--- src/rtl/ecu_gpio_bank.sv ---
// ecu_gpio_bank: parametrised GPIO bank on an Avalon-MM slave.
// Provides per-pin direction, atomic set/clear of outputs, input synchronisation,
// rising/falling edge capture with write-1-to-clear and a registered level irq.
// Optional feature macro: ECU_GPIO_DEBOUNCE_EN adds a per-pin debounce filter
// between the synchroniser and the edge detector.
`default_nettype none

module ecu_gpio_bank #(
  parameter int WIDTH           = 32,
  parameter int SYNC_STAGES     = 2,
  parameter int DEBOUNCE_CYCLES = 16
) (
  input  logic             clk_clk,
  input  logic             reset_reset_n,
  input  logic [2:0]       avs_address,
  input  logic             avs_read,
  input  logic             avs_write,
  input  logic [31:0]      avs_writedata,
  output logic [31:0]      avs_readdata,
  input  logic [WIDTH-1:0] gpio_r_export,
  output logic [WIDTH-1:0] gpio_w_export,
  output logic [WIDTH-1:0] gpio_dir_export,
  output logic             irq
);

  typedef enum logic [2:0] {
    ADDR_DATA_IN  = 3'd0,
    ADDR_DATA_OUT = 3'd1,
    ADDR_DIR      = 3'd2,
    ADDR_SET      = 3'd3,
    ADDR_CLR      = 3'd4,
    ADDR_RISE_EN  = 3'd5,
    ADDR_FALL_EN  = 3'd6,
    ADDR_EDGE_CAP = 3'd7
  } reg_addr_e;

`ifdef ECU_GPIO_DEBOUNCE_EN
  localparam bit DEBOUNCE_EN = 1'b1;
`else
  localparam bit DEBOUNCE_EN = 1'b0;
`endif

  // Edge detection stays disarmed until the synchroniser (and the debounce
  // filter, when present) has flushed its reset zeros, so a pin that is already
  // high when reset releases does not look like a rising edge.
  localparam int ARM_CYCLES = SYNC_STAGES + 1 + (DEBOUNCE_EN ? DEBOUNCE_CYCLES : 0);
  localparam int ARM_W      = $clog2(ARM_CYCLES + 1);
  localparam logic [ARM_W-1:0] ARM_LAST = ARM_W'(ARM_CYCLES);

  logic [WIDTH-1:0] sync_q [SYNC_STAGES];
  logic [WIDTH-1:0] s;
  logic [WIDTH-1:0] f;
  logic [WIDTH-1:0] p_q;
  logic [WIDTH-1:0] data_out_q, data_out_d;
  logic [WIDTH-1:0] dir_q, dir_d;
  logic [WIDTH-1:0] rise_en_q, rise_en_d;
  logic [WIDTH-1:0] fall_en_q, fall_en_d;
  logic [WIDTH-1:0] edge_cap_q, edge_cap_d;
  logic [WIDTH-1:0] edge_clr;
  logic [WIDTH-1:0] capture;
  logic [WIDTH-1:0] wdata;
  logic [31:0]      readdata_q, readdata_d;
  logic             irq_q;
  logic [ARM_W-1:0] arm_cnt_q;
  logic             armed;

  assign wdata = avs_writedata[WIDTH-1:0];
  assign s     = sync_q[SYNC_STAGES-1];
  assign armed = (arm_cnt_q == ARM_LAST);

  // Input synchroniser chain; pads are asynchronous to clk_clk.
  // NOTE: every flop uses <= so all stages sample the old value of the stage before;
  // blocking assignments here would collapse the chain into a single flop.
  always_ff @(posedge clk_clk or negedge reset_reset_n) begin
    if (!reset_reset_n) begin
      for (int i = 0; i < SYNC_STAGES; i++) sync_q[i] <= '0;
    end else begin
      sync_q[0] <= gpio_r_export;
      for (int i = 1; i < SYNC_STAGES; i++) sync_q[i] <= sync_q[i-1];
    end
  end

`ifdef ECU_GPIO_DEBOUNCE_EN
  localparam int DB_W = $clog2(DEBOUNCE_CYCLES + 1);
  localparam logic [DB_W-1:0] DB_LAST = DB_W'(DEBOUNCE_CYCLES - 1);

  logic [DB_W-1:0]  db_cnt_q [WIDTH];
  logic [WIDTH-1:0] filt_q;

  // Per-pin debounce: f follows s only after DEBOUNCE_CYCLES consecutive mismatches.
  always_ff @(posedge clk_clk or negedge reset_reset_n) begin
    if (!reset_reset_n) begin
      filt_q <= '0;
      for (int i = 0; i < WIDTH; i++) db_cnt_q[i] <= '0;
    end else begin
      for (int i = 0; i < WIDTH; i++) begin
        if (s[i] == filt_q[i]) begin
          db_cnt_q[i] <= '0;
        end else if (db_cnt_q[i] == DB_LAST) begin
          filt_q[i]   <= s[i];
          db_cnt_q[i] <= '0;
        end else begin
          db_cnt_q[i] <= db_cnt_q[i] + 1'b1;
        end
      end
    end
  end

  assign f = filt_q;
`else
  assign f = s;
`endif

  // Qualified edges; nothing is captured until the input path has settled.
  always_comb begin
    capture = '0;
    if (armed) capture = (f & ~p_q & rise_en_q) | (~f & p_q & fall_en_q);
  end

  // Register write decode; one register is written per cycle, so SET and CLR
  // can never collide. A fresh capture beats a same-cycle write-1-to-clear.
  // NOTE: each _d gets its hold value first so no path through the case leaves
  // it unassigned, which would otherwise infer a latch.
  always_comb begin
    data_out_d = data_out_q;
    dir_d      = dir_q;
    rise_en_d  = rise_en_q;
    fall_en_d  = fall_en_q;
    edge_clr   = '0;
    if (avs_write) begin
      case (reg_addr_e'(avs_address))
        ADDR_DATA_OUT: data_out_d = wdata;
        ADDR_DIR:      dir_d      = wdata;
        ADDR_SET:      data_out_d = data_out_q | wdata;
        ADDR_CLR:      data_out_d = data_out_q & ~wdata;
        ADDR_RISE_EN:  rise_en_d  = wdata;
        ADDR_FALL_EN:  fall_en_d  = wdata;
        ADDR_EDGE_CAP: edge_clr   = wdata;
        default:       ;
      endcase
    end
    edge_cap_d = (edge_cap_q & ~edge_clr) | capture;
  end

  // Read mux; bits at and above WIDTH stay zero, SET/CLR read as zero.
  always_comb begin
    readdata_d = '0;
    case (reg_addr_e'(avs_address))
      ADDR_DATA_IN:  readdata_d[WIDTH-1:0] = f;
      ADDR_DATA_OUT: readdata_d[WIDTH-1:0] = data_out_q;
      ADDR_DIR:      readdata_d[WIDTH-1:0] = dir_q;
      ADDR_RISE_EN:  readdata_d[WIDTH-1:0] = rise_en_q;
      ADDR_FALL_EN:  readdata_d[WIDTH-1:0] = fall_en_q;
      ADDR_EDGE_CAP: readdata_d[WIDTH-1:0] = edge_cap_q;
      default:       readdata_d = '0;
    endcase
  end

  // Control/status registers, previous-value register and arming counter.
  always_ff @(posedge clk_clk or negedge reset_reset_n) begin
    if (!reset_reset_n) begin
      data_out_q <= '0;
      dir_q      <= '0;
      rise_en_q  <= '0;
      fall_en_q  <= '0;
      edge_cap_q <= '0;
      p_q        <= '0;
      readdata_q <= '0;
      irq_q      <= 1'b0;
      arm_cnt_q  <= '0;
    end else begin
      data_out_q <= data_out_d;
      dir_q      <= dir_d;
      rise_en_q  <= rise_en_d;
      fall_en_q  <= fall_en_d;
      edge_cap_q <= edge_cap_d;
      p_q        <= f;
      irq_q      <= |edge_cap_q;
      if (avs_read) readdata_q <= readdata_d;
      if (!armed)   arm_cnt_q  <= arm_cnt_q + 1'b1;
    end
  end

  assign avs_readdata    = readdata_q;
  assign gpio_w_export   = data_out_q;
  assign gpio_dir_export = dir_q;
  assign irq             = irq_q;

endmodule

`default_nettype wire

--- config.mk ---
export PLATFORM = sky130hd
export DESIGN_NAME = ecu_gpio_bank
export DESIGN_NICKNAME = d
export VERILOG_FILES = /design/src/rtl/ecu_gpio_bank.sv
export SDC_FILE = /design/constraint.sdc
export NUM_CORES = 1
export LEC_CHECK = 0
export BUFFER_PORTS_ARGS = -buffer_cell sky130_fd_sc_hd__buf_2
export CAP_MARGIN = 10
export CORE_MARGIN = 3
export CORE_UTILIZATION = 55
export CTS_CLUSTER_SIZE = 20
export DETAILED_ROUTE_END_ITERATION = 10
export MAX_ROUTING_LAYER = met4
export PLACE_DENSITY = 0.82
export SYNTH_ARGS = -nofsm -noshare
export SYNTH_HDL_FRONTEND = slang
export SYNTH_SLANG_ARGS = --single-unit
--- constraint.sdc ---
create_clock -name clk_clk -period 3 [get_ports clk_clk]
set_clock_uncertainty 0.05 [all_clocks]
set_input_delay 0.15 -clock clk_clk [delete_from_list [all_inputs] [get_ports clk_clk]]
set_output_delay 0.15 -clock clk_clk [all_outputs]
set_load 0.005 [all_outputs]
Word level (Yosys, flattened, before mapping). Cells that the tools add are included.

Add/subtract/negate cells: 1. Equal/unequal tests: 8. Mux-type cells: 5. Bitwise gates (word level): 13. Reductions and logical operators: 7.

Operator list (count): AND 32 bit (6); one-hot mux 32 bit (6 select lines) (1); inverter 32 bit (4); two-way mux 32 bit (3); OR 32 bit (3); one-hot mux 32 bit (3 select lines) (1); OR reduction 32 bit (1); == test 3 bit, second input constant (4); AND reduction 2 bit (4); == test 3 x 2 -> 1 bit, second input constant (2); == test 3 x 1 -> 1 bit, second input constant (1); zero test 3 bit (1); nonzero test 3 bit (1); adder 2 x 1 -> 2 bit, second input constant (1); == test 2 bit, second input constant (1).

Register bits: 291. Input port bits: 71. Output and inout port bits: 97. Logic and storage cells: 45.

Longest topological paths before layout. Gate-level depths: netlist of run 1.

Word-level depth: 6. Gate-level depth with buffers: 7. Gate-level depth less buffers: 4.

Worst setup path before layout of run 1. No wires, ideal clock.

Path kind: input -> register. Start point: input avs_address[2]. End point: register readdata_q[30], in the netlist avs_readdata[30]. Library setup time: 0.123 ns. Arrival: 1.222 ns. Required time: 2.827 ns. Slack: 1.604 ns. Stages: 6. Buffers on the path: 2. Cell sequence: buf_4 > buf_2 > mux2_2 > a22o_1 > mux2i_1 > o2bb2ai_1.

Word-level cells in the longest chain between the ends: 2. Elaborated cells on any way between the ends: 7. Those cells by class: 5 x eq/ne; 1 x mux; 1 x reduce/logical.

RTL lines: start: declaration (line 15) `input logic [2:0] avs_address,`; == test 3 bit, or another cell as far along (line 148) `case (reg_addr_e'(avs_address))`; one-hot mux 32 bit (6 select lines) * (line 148); end signal: assignment (line 179) `if (avs_read) readdata_q <= readdata_d;`; end: declaration (line 62) `logic [31:0] readdata_q, readdata_d;`.

Every way passes the cells marked *; elsewhere a longest branch is shown, timed or not. A chain may end at the register's enable or synchronous reset.

==> impl_metrics.ini, run 1 <==
[status]
status = finished clean

[critical_path]
critPathRequiredTime_ns = 3.36
crit_family = buffers and inverters
crit_fanout = 18
cp-end-kind = register
max_stage_delay_ns = 0.66
path_cells = dlygate4sd3_1 > buf_2 > inv_1 > a211o_1 > buf_4 > o2bb2ai_1
crit_type = in2reg
crit_buf_inv = 4
slowest_stage = a211o_1
worst_ep_arrival_time_ns = 2.16
cp-start-kind = input port

[logic_synthesis]
yosys.area_share.simple_pct = 6.51
ys_top_cells_by_area = dfrtp_1, mux2_2, a22o_1
synth_compound_gate_area_share_pct = 12.6
synth_flop_cell = dfrtp_1
synth_top_family_by_area = multiplexers
seq_area_frac_synth_pct = 59.5
ys_types = 42
yosysTopAreaCellShare_pct = 59.5
syn_nets = 972
synth_xor_area_share_pct = 0.0716
syn_area_per_cell_um2 = 13.6
synth-edff-count = 0
synthArstFlopShare_pct = 100
yosysWarnings = 0
ys_ff_latch = 291
synth_area_um2 = 12200
synth_largest_area_cell = dfrtp_1
synth_mux_area_share_pct = 18.4
netlist_instances = 900
synth_fa_ha_area_share_pct = 0.102

[clocking]
clockRootBuffer = clkbuf_16
post_cts_buffers = 0
cts_tree = yes
htreeDepth = 1
clock_latency_ns = 0.55
cts_buffers = 30
clkTransAtPathRegs_ns = 0.06
cts_sinks = 291
clockBufferDepth = 3

[place]
port_buffers = 167
dp.cells = 1307
place.gp.congestion = 0.851
dpl_cell_area_um2 = 13400
post-dp-hpwl_um = 19800

[timing]
finalSetupViolCount = 0
slew_viol_final = 0
fmax_ghz = 0.555
hold_viol = 0
timing.hold.ws_ns = 0.155
min_period_over_period_pct = 60.0
fin_setup_tns_ns = 0
grt_setup_unrepaired = false
min_period_ns = 1.80
slew_headroom_pct = 32.4
worstMarginPinSlew_ns = 1.01

[global_routing]
grt_pass1_wl_um = 51300
grt_usage_pct = 27.7
antenna_found_initial = 1
overflow = 0
grt_pass1_vias = 9153
grt_max_degree = 86

[finish]
final_common_cell = dfrtp_1
fin_area_um2 = 15100
fin_cells = 1430
syn2layout_area_growth_pct = 23.0
drive_gt1_share_pct = 32.0
nNetsFinal = 1202
final_util_pct = 70.3
final_cell_mix = dfrtp_1, buf_2, mux2_2

[die]
io-pin-count = 168
die-area_um2 = 24100
start_util_pct = 57.1
fp.coreArea_um2 = 21400
row_count = 53
die_h_um = 155
fp.dieW_um = 155

[pwr]
p_leak_nw = 6.84
ir_worst_vdd_mv = 0.559
power.density_nw_per_um2 = 693

[drt]
firstDrtPassIters = 4
dr_wl_met3_um = 2110
routed-wl-met2_um = 15400
drtIter0Drc = 643
topRoutingLayerUsed = met4
drtAntennaViolNets = 0
vias_per_cell = 6.08
vias = 8701
wirelength_um = 32300
wirelength_met1_um = 13600
drc = 0
avgRoutedWirePerCell_um = 22.6

[min_path]
hold_class = in2async

[flow_run]
drv_cap = 0
[where the power goes]
group          total (W)  switching, W  internal [W]
Clock            0.00378       0.00150       0.00229
Sequential       0.00499      0.000492       0.00449
Combinational    0.00166      0.000727      0.000938
Total             0.0104       0.00272       0.00772
[per-layer routing]
layer  up-vias  global-route usage (%)
met4         0                    10.2
met3        94                    4.42
met1      4465                    37.0
li1       3794                       -
met5         -                       -
met2       348                    43.4
[sequential cells by signal (all words and copies together) (netlist names), 2 cells and up]
name             flops
sync_q              32
arm_cnt_q            2
f                   32
gpio_w_export       32
avs_readdata        32
rise_en_q           32
edge_cap_q          32
fall_en_q           32
gpio_dir_export     32
p_q                 32
[path summary, 6_finish.rpt]
kind                            slack, ns               startpoint                      endpoint  cells past startpoint
worst max-delay path                 1.20                 avs_read  avs_readdata[14]$_DFFE_PN0P_                      6
worst min-delay path                 0.16            reset_reset_n          sync_q[39]$_DFF_PN0_                      2
worst max register to register       1.33  edge_cap_q[5]$_DFF_PN0_                 irq$_DFF_PN0_                      3
worst min register to register       0.29     sync_q[39]$_DFF_PN0_                f[7]$_DFF_PN0_                      0
max in group asynchronous            1.89            reset_reset_n          sync_q[52]$_DFF_PN0_                      3
min in group clk_clk                 0.16           avs_address[2]  avs_readdata[27]$_DFFE_PN0P_                      3
[kinds of logic after synthesis]
family	count (synthesis)
flip-flops	291
multiplexers	185
buffers and inverters	62
AND/OR/NAND/NOR	153
adder cells (fa/ha/maj)	1
AO/OA/AOI/OAI	207
XOR/XNOR	1
[metrics by stage]
step                setup slack (ns)  total power [W]
floorplan                       1.60          0.00584
detailed placement             0.723          0.00661
finish                          1.20           0.0104
CTS                             1.25           0.0105
global route                    1.16           0.0109
global placement               0.778          0.00653
[layout make-up]
class	count	area [um^2]
clock inverters	8	100
multi-input cells	547	4630
well taps	275	344
clock buffers	48	930
repair buffers	256	1750
inverters	4	15.0
fillers	1444	6360
diodes	1	2.50
flip-flops and latches	291	7280
[timing repair]
action | CTS | global route
gates resized for setup | 0 | 0
hold endpoints to repair | 275 | 0
hold buffers | 66 | 0
[synth_stat cells, types with 2 or more instances]
cell,count
or3_1,2
nor2_1,4
buf_1,2
nand3_1,6
buf_6,7
and2_1,3
clkbuf_1,14
o221ai_1,2
a22oi_1,12
o21ai_0,68
mux4_2,11
o2bb2ai_1,35
nor4_1,8
a2bb2oi_1,12
a32oi_1,2
inv_1,4
nand2_1,76
mux2_4,30
mux2i_1,52
nand4_1,2
and2b_1,2
nand3b_1,32
a221oi_1,4
nor3b_1,2
a22o_1,65
or2_2,2
nand2b_1,11
dfrtp_1,291
a32o_1,2
buf_4,6
mux2_1,11
mux2_2,81
buf_2,29
o22ai_1,2
[worst register-to-register path, delay by kind of cell (launching register included)]
kind             cells  cell delay (ns)
DFF                  1             0.41
and+or+nand+nor      3             1.10
Power figures use the tool's default switching activity.
==> run 2: changes to the inputs <==
==> constraint.sdc (replaced) <==
create_clock -name clk_clk -period 1.7 [get_ports clk_clk]
set_clock_uncertainty 0.05 [all_clocks]
set_input_delay 0.085 -clock clk_clk [delete_from_list [all_inputs] [get_ports clk_clk]]
set_output_delay 0.085 -clock clk_clk [all_outputs]
set_load 0.005 [all_outputs]
==> run 2 against run 1 <==
  * Die area unchanged
  * Non-clock buffer count up 23
  * Cell area up 0.89%
  * Power up 72%
  * Via count up 2.8%
  * Critical endpoint is now irq$_DFF_PN0_
  * Highest routed layer unchanged
==> impl_metrics.ini, run 2 (synthesized netlist as in run 1, its figures left out) <==
[critical_path]
crit_buf_inv = 1
rrSetupSlack_ns = 0.08
cp_num_cells = 4
slowest_stage = dfrtp_1
timing.rr.start = edge_cap_q[5]$_DFF_PN0_
reg2reg_to = irq$_DFF_PN0_
max_stage_delay_ns = 0.41
critPathRequiredTime_ns = 2.07
path_cells = nor4_2 > buf_4 > nand4_1 > or2_2
cp-start-kind = register
cp-end-kind = register
crit_fanout = 3
r2r.worst_path.cells = 4
crit_family = simple AND/OR/NAND/NOR gates
crit_type = reg2reg
worst_ep_arrival_time_ns = 1.99

[timing]
finalSetupViolCount = 0
grt_setup_unrepaired = false
min_period_ns = 1.62
fin_setup_tns_ns = 0
min_period_over_period_pct = 95.0
slew_headroom_pct = 44.5
slew_viol_final = 0
worstMarginPinSlew_ns = 0.832
fmax_ghz = 0.619
hold_viol = 0

[min_path]
hold_depth = 3
min_to = rise_en_q[6]$_DFFE_PN0P_
hold_class = in2reg
worstHoldStart = avs_write

[pwr]
p_total_w = 0.0179
ir_worst_vdd_mv = 1.12
power.density_nw_per_um2 = 1180
p_leak_nw = 6.92

[place]
post-dp-hpwl_um = 20900
place.gp.congestion = 0.832
port_buffers = 167

[drt]
vias_per_cell = 6.18
avgRoutedWirePerCell_um = 22.8
drc = 0
drtIter0Drc = 693
wirelength_um = 33000
vias = 8944
drtAntennaViolNets = 0
firstDrtPassIters = 5

[global_routing]
grt_usage_pct = 28.0
grt_pass1_vias = 9265
overflow = 0
grt_pass1_wl_um = 51600
grt_max_degree = 63
antenna_found_initial = 0

[flow_run]
drv_cap = 0

[clocking]
clockBufferDepth = 3
post_cts_buffers = 0
clock_latency_ns = 0.55
clkTransAtPathRegs_ns = 0.06
cts_tree = yes
clockRootBuffer = clkbuf_16
cts_sinks = 291
htreeDepth = 1
cts_buffers = 29

[finish]
final_cell_mix = dfrtp_1, buf_2, mux2_2
drive_gt1_share_pct = 32.9
final_util_pct = 70.9
syn2layout_area_growth_pct = 24.1
antennaDiodeCount = 0
nNetsFinal = 1224
final_common_cell = dfrtp_1

[die]
die_h_um = 155
fp.coreArea_um2 = 21400
die-area_um2 = 24100
fp.dieW_um = 155
io-pin-count = 168
start_util_pct = 57.1
row_count = 53

[status]
status = finished clean
==> run 2: changes by cell type in the layout (fill, tap and decap cells not counted), sizes merged <==
cell,before,now
dlygate4sd3,66,67
diode,1,0
clkbuf,48,43
clkinv,5,7
bufinv,2,1
clkinvlp,1,0
buf,190,212
==> run 2: routing by layer <==
metal / up-vias / wire length [um] / GRT usage [%] / share of wire (%)
met5: - / 0 / - / 0
met4: 0 / 1290 / 10.5 / 3.9
met3: 105 / 2540 / 4.39 / 7.7
met2: 451 / 16000 / 44.3 / 48
met1: 4548 / 13300 / 37.0 / 40
li1: 3840 / - / - / -
==> run 2: how the worst max path moves through the flow <==
stage | start | end | slack [ns]
after global placement | edge_cap_q[5]$_DFF_PN0_ | irq$_DFF_PN0_ | 0.07
after global routing | edge_cap_q[14]$_DFF_PN0_ | irq$_DFF_PN0_ | 0.02
final | edge_cap_q[5]$_DFF_PN0_ | irq$_DFF_PN0_ | 0.08
after detailed placement | avs_address[0] | gpio_dir_export[20]$_DFFE_PN0P_ | 0.06
after floorplan | avs_address[2] | avs_readdata[30]$_DFFE_PN0P_ | 0.37
after CTS | edge_cap_q[5]$_DFF_PN0_ | irq$_DFF_PN0_ | 0.07
==> run 2: layout make-up <==
cell class                      count  area, um^2
Sequential cell                   291        7280
Fill cell                        1403        6230
Multi-Input combinational cell    547        4640
Timing Repair Buffer              279        2010
Clock buffer                       43         828
Tap cell                          275         344
Clock inverter                      8        68.8
Inverter                            4        15.0
==> run 2: worst min-delay path, cell delays in order <==
cell     delay [ns]
buf_2          0.15
nand3_2        0.22
mux2_2         0.19
==> run 2: repair_timing <==
| item | in CTS | in global routing |
|---|---|---|
| hold buffers | 67 | 0 |
| endpoints found under the hold margin | 485 | 0 |
| endpoints found under the setup margin | 0 | 1 |
| resized for setup | 0 | 1 |
==> run 2: where the power goes <==
part | leakage [nW] | internal (W) | switching (W)
Combinational | 3.07 | 0.00170 | 0.00132
Sequential | 3.41 | 0.00793 | 0.000874
Clock | 0.446 | 0.00350 | 0.00260
Total | 6.92 | 0.0131 | 0.00479
==> run 2: through the flow <==
| stage | cell area, um^2 | std cells | worst slack, ns | hold slack [ns] |
|---|---|---|---|---|
| finish | 15200 | 1447 | 0.0842 | 0.0912 |
| global route | 15200 | 1447 | 0.0196 | 0.0840 |
| CTS | 15200 | 1447 | 0.0712 | 0.0598 |
| detailed placement | 13600 | 1329 | 0.0606 | -0.0454 |
| global placement | 13600 | 1329 | 0.0738 | -0.0432 |
| floorplan | 12200 | 900 | 0.369 | -0.261 |
==> run 3: changes to the inputs <==
--- a/config.mk
+++ b/config.mk
@@ -9,6 +9,7 @@
 export CAP_MARGIN = 10
 export CORE_MARGIN = 3
 export CORE_UTILIZATION = 55
+export CTS_BUF_LIST = sky130_fd_sc_hd__clkbuf_8
 export CTS_CLUSTER_SIZE = 20
 export DETAILED_ROUTE_END_ITERATION = 10
 export MAX_ROUTING_LAYER = met4
==> run 3 against run 2 <==
  * Global-route usage increased by 0.19 points
  * Largest cell class unchanged
  * Power increased by 0.69%
  * Clock power increased by 2%
  * Register-to-register slack got worse by 0.04 ns
==> impl_metrics.ini, run 3 (synthesized netlist as in run 1, its figures left out) <==
[finish]
syn2layout_area_growth_pct = 24.9
antennaDiodeCount = 0
final_cell_mix = dfrtp_1, buf_2, mux2_2
drive_gt1_share_pct = 34.6
nNetsFinal = 1241
fin_area_um2 = 15300
final_common_cell = dfrtp_1

[timing]
worstMarginPinSlew_ns = 0.866
hold_viol = 0
min_period_over_period_pct = 97.2
finalSetupViolCount = 0
slew_viol_final = 0
grt_setup_unrepaired = false
timing.hold.ws_ns = 0.0806
final.setup.worst_slack_ns = 0.0475
fmax_ghz = 0.605
slew_headroom_pct = 42.3
fin_setup_tns_ns = 0
min_period_ns = 1.65

[critical_path]
crit_path_end = irq$_DFF_PN0_
max_stage_delay_ns = 0.42
cp-end-kind = register
r2r.worst_path.cells = 4
cp-start-kind = register
crit_fanout = 3
critPathRequiredTime_ns = 2.10
worst_ep_arrival_time_ns = 2.05
path_cells = nor4_1 > buf_4 > nand4_1 > or2_2
reg2reg_to = irq$_DFF_PN0_
rrSetupSlack_ns = 0.05
slowest_stage = nor4_1
timing.rr.start = edge_cap_q[5]$_DFF_PN0_
crit_type = reg2reg
critPathLaunch = edge_cap_q[5]$_DFF_PN0_

[min_path]
hold_class = in2reg

[global_routing]
use_met2_pct = 43.3
grt_use_met3_pct = 5.31
grt_max_degree = 63
antenna_found_initial = 0
grt_usage_pct = 28.2
overflow = 0
grt_pass1_vias = 9413
grt_pass1_wl_um = 51900
met1_usage_pct = 36.9
top_usage_layer = met2

[die]
io-pin-count = 168
die_h_um = 155
fp.dieW_um = 155
start_util_pct = 57.1
fp.coreArea_um2 = 21400
die-area_um2 = 24100
row_count = 53

[clocking]
cts_buffers = 46
clockRootBuffer = clkbuf_8
cts_tree = yes
clockBufferDepth = 3
htreeDepth = 2
cts_sinks = 291
clkTransAtPathRegs_ns = 0.06
clock_latency_ns = 0.58

[place]
post-dp-hpwl_um = 20900
place.gp.congestion = 0.832
port_buffers = 167
dpl_cell_area_um2 = 13600
dp_slack_ns = 0.0606

[drt]
drtAntennaViolNets = 0
wirelength_um = 32900
firstDrtPassIters = 5
vias_per_cell = 6.09
avgRoutedWirePerCell_um = 22.3
drc = 0
vias = 9005
drtIter0Drc = 622

[pwr]
ir_worst_vdd_mv = 0.687
p_leak_nw = 7.03
power.density_nw_per_um2 = 1180
p_total_w = 0.0180

[flow_run]
drv_cap = 0

[status]
status = finished clean
## run 3: cell types whose count changed in the layout (fill, tap and decap cells not counted), sizes merged
cell	change
clkbuf	+17
dlygate4sd3	-1
clkinvlp	+2
inv	+11
buf	+1
bufinv	+1
## run 3: cell type report
cell class | instances | area [um^2]
tap | 275 | 344
clock buffer | 60 | 826
fill | 1381 | 6140
timing repair buffer | 279 | 2020
sequential | 291 | 7280
clock inverter | 22 | 159
multi-input combinational | 547 | 4630
inverter | 4 | 15.0
## run 3: through the flow
| step | std cells | utilization (%) |
|---|---|---|
| after floorplan | 900 | - |
| after global routing | 1478 | 71.3 |
| after CTS | 1478 | 71.3 |
| after global placement | 1329 | 63.6 |
| after detailed placement | 1329 | 63.6 |
| final | 1478 | 71.3 |
## run 3: worst min path at each step
stage / from / end / cells after the start
6_report: avs_write / rise_en_q[6]$_DFFE_PN0P_ / 3
5_1_grt: avs_write / rise_en_q[31]$_DFFE_PN0P_ / 3
4_1_cts: avs_write / rise_en_q[6]$_DFFE_PN0P_ / 3
3_5_place_dp: reset_reset_n / sync_q[39]$_DFF_PN0_ / 1
3_3_place_gp: reset_reset_n / sync_q[39]$_DFF_PN0_ / 1
2_1_floorplan: reset_reset_n / arm_cnt_q[0]$_DFFE_PN0N_ / 0
## run 3: critical path: cells and delay by family, from the launching register on
family	cells	cell delay [ns]
and+or+nand+nor	3	0.92
DFF	1	0.40
buffers and inverters	1	0.18
## run 3: where the power goes
group / total, W / internal, W / switching (W) / leakage, nW
Clock: 0.00624 / 0.00348 / 0.00276 / 0.547
Sequential: 0.00879 / 0.00793 / 0.000860 / 3.41
Combinational: 0.00301 / 0.00171 / 0.00131 / 3.07
Total: 0.0180 / 0.0131 / 0.00493 / 7.03
## run 3: metal layers
metal	vias to the layer above	wire [um]
met2	446	15800
met3	94	2500
li1	3891	-
met4	0	1300
met1	4574	13400
met5	-	0
## run 3: timing repair
item / in CTS / in global routing
setup buffers: 0 / 0
hold buffers: 67 / 0
endpoints found under the hold margin: 485 / 0
resized for setup: 0 / 0
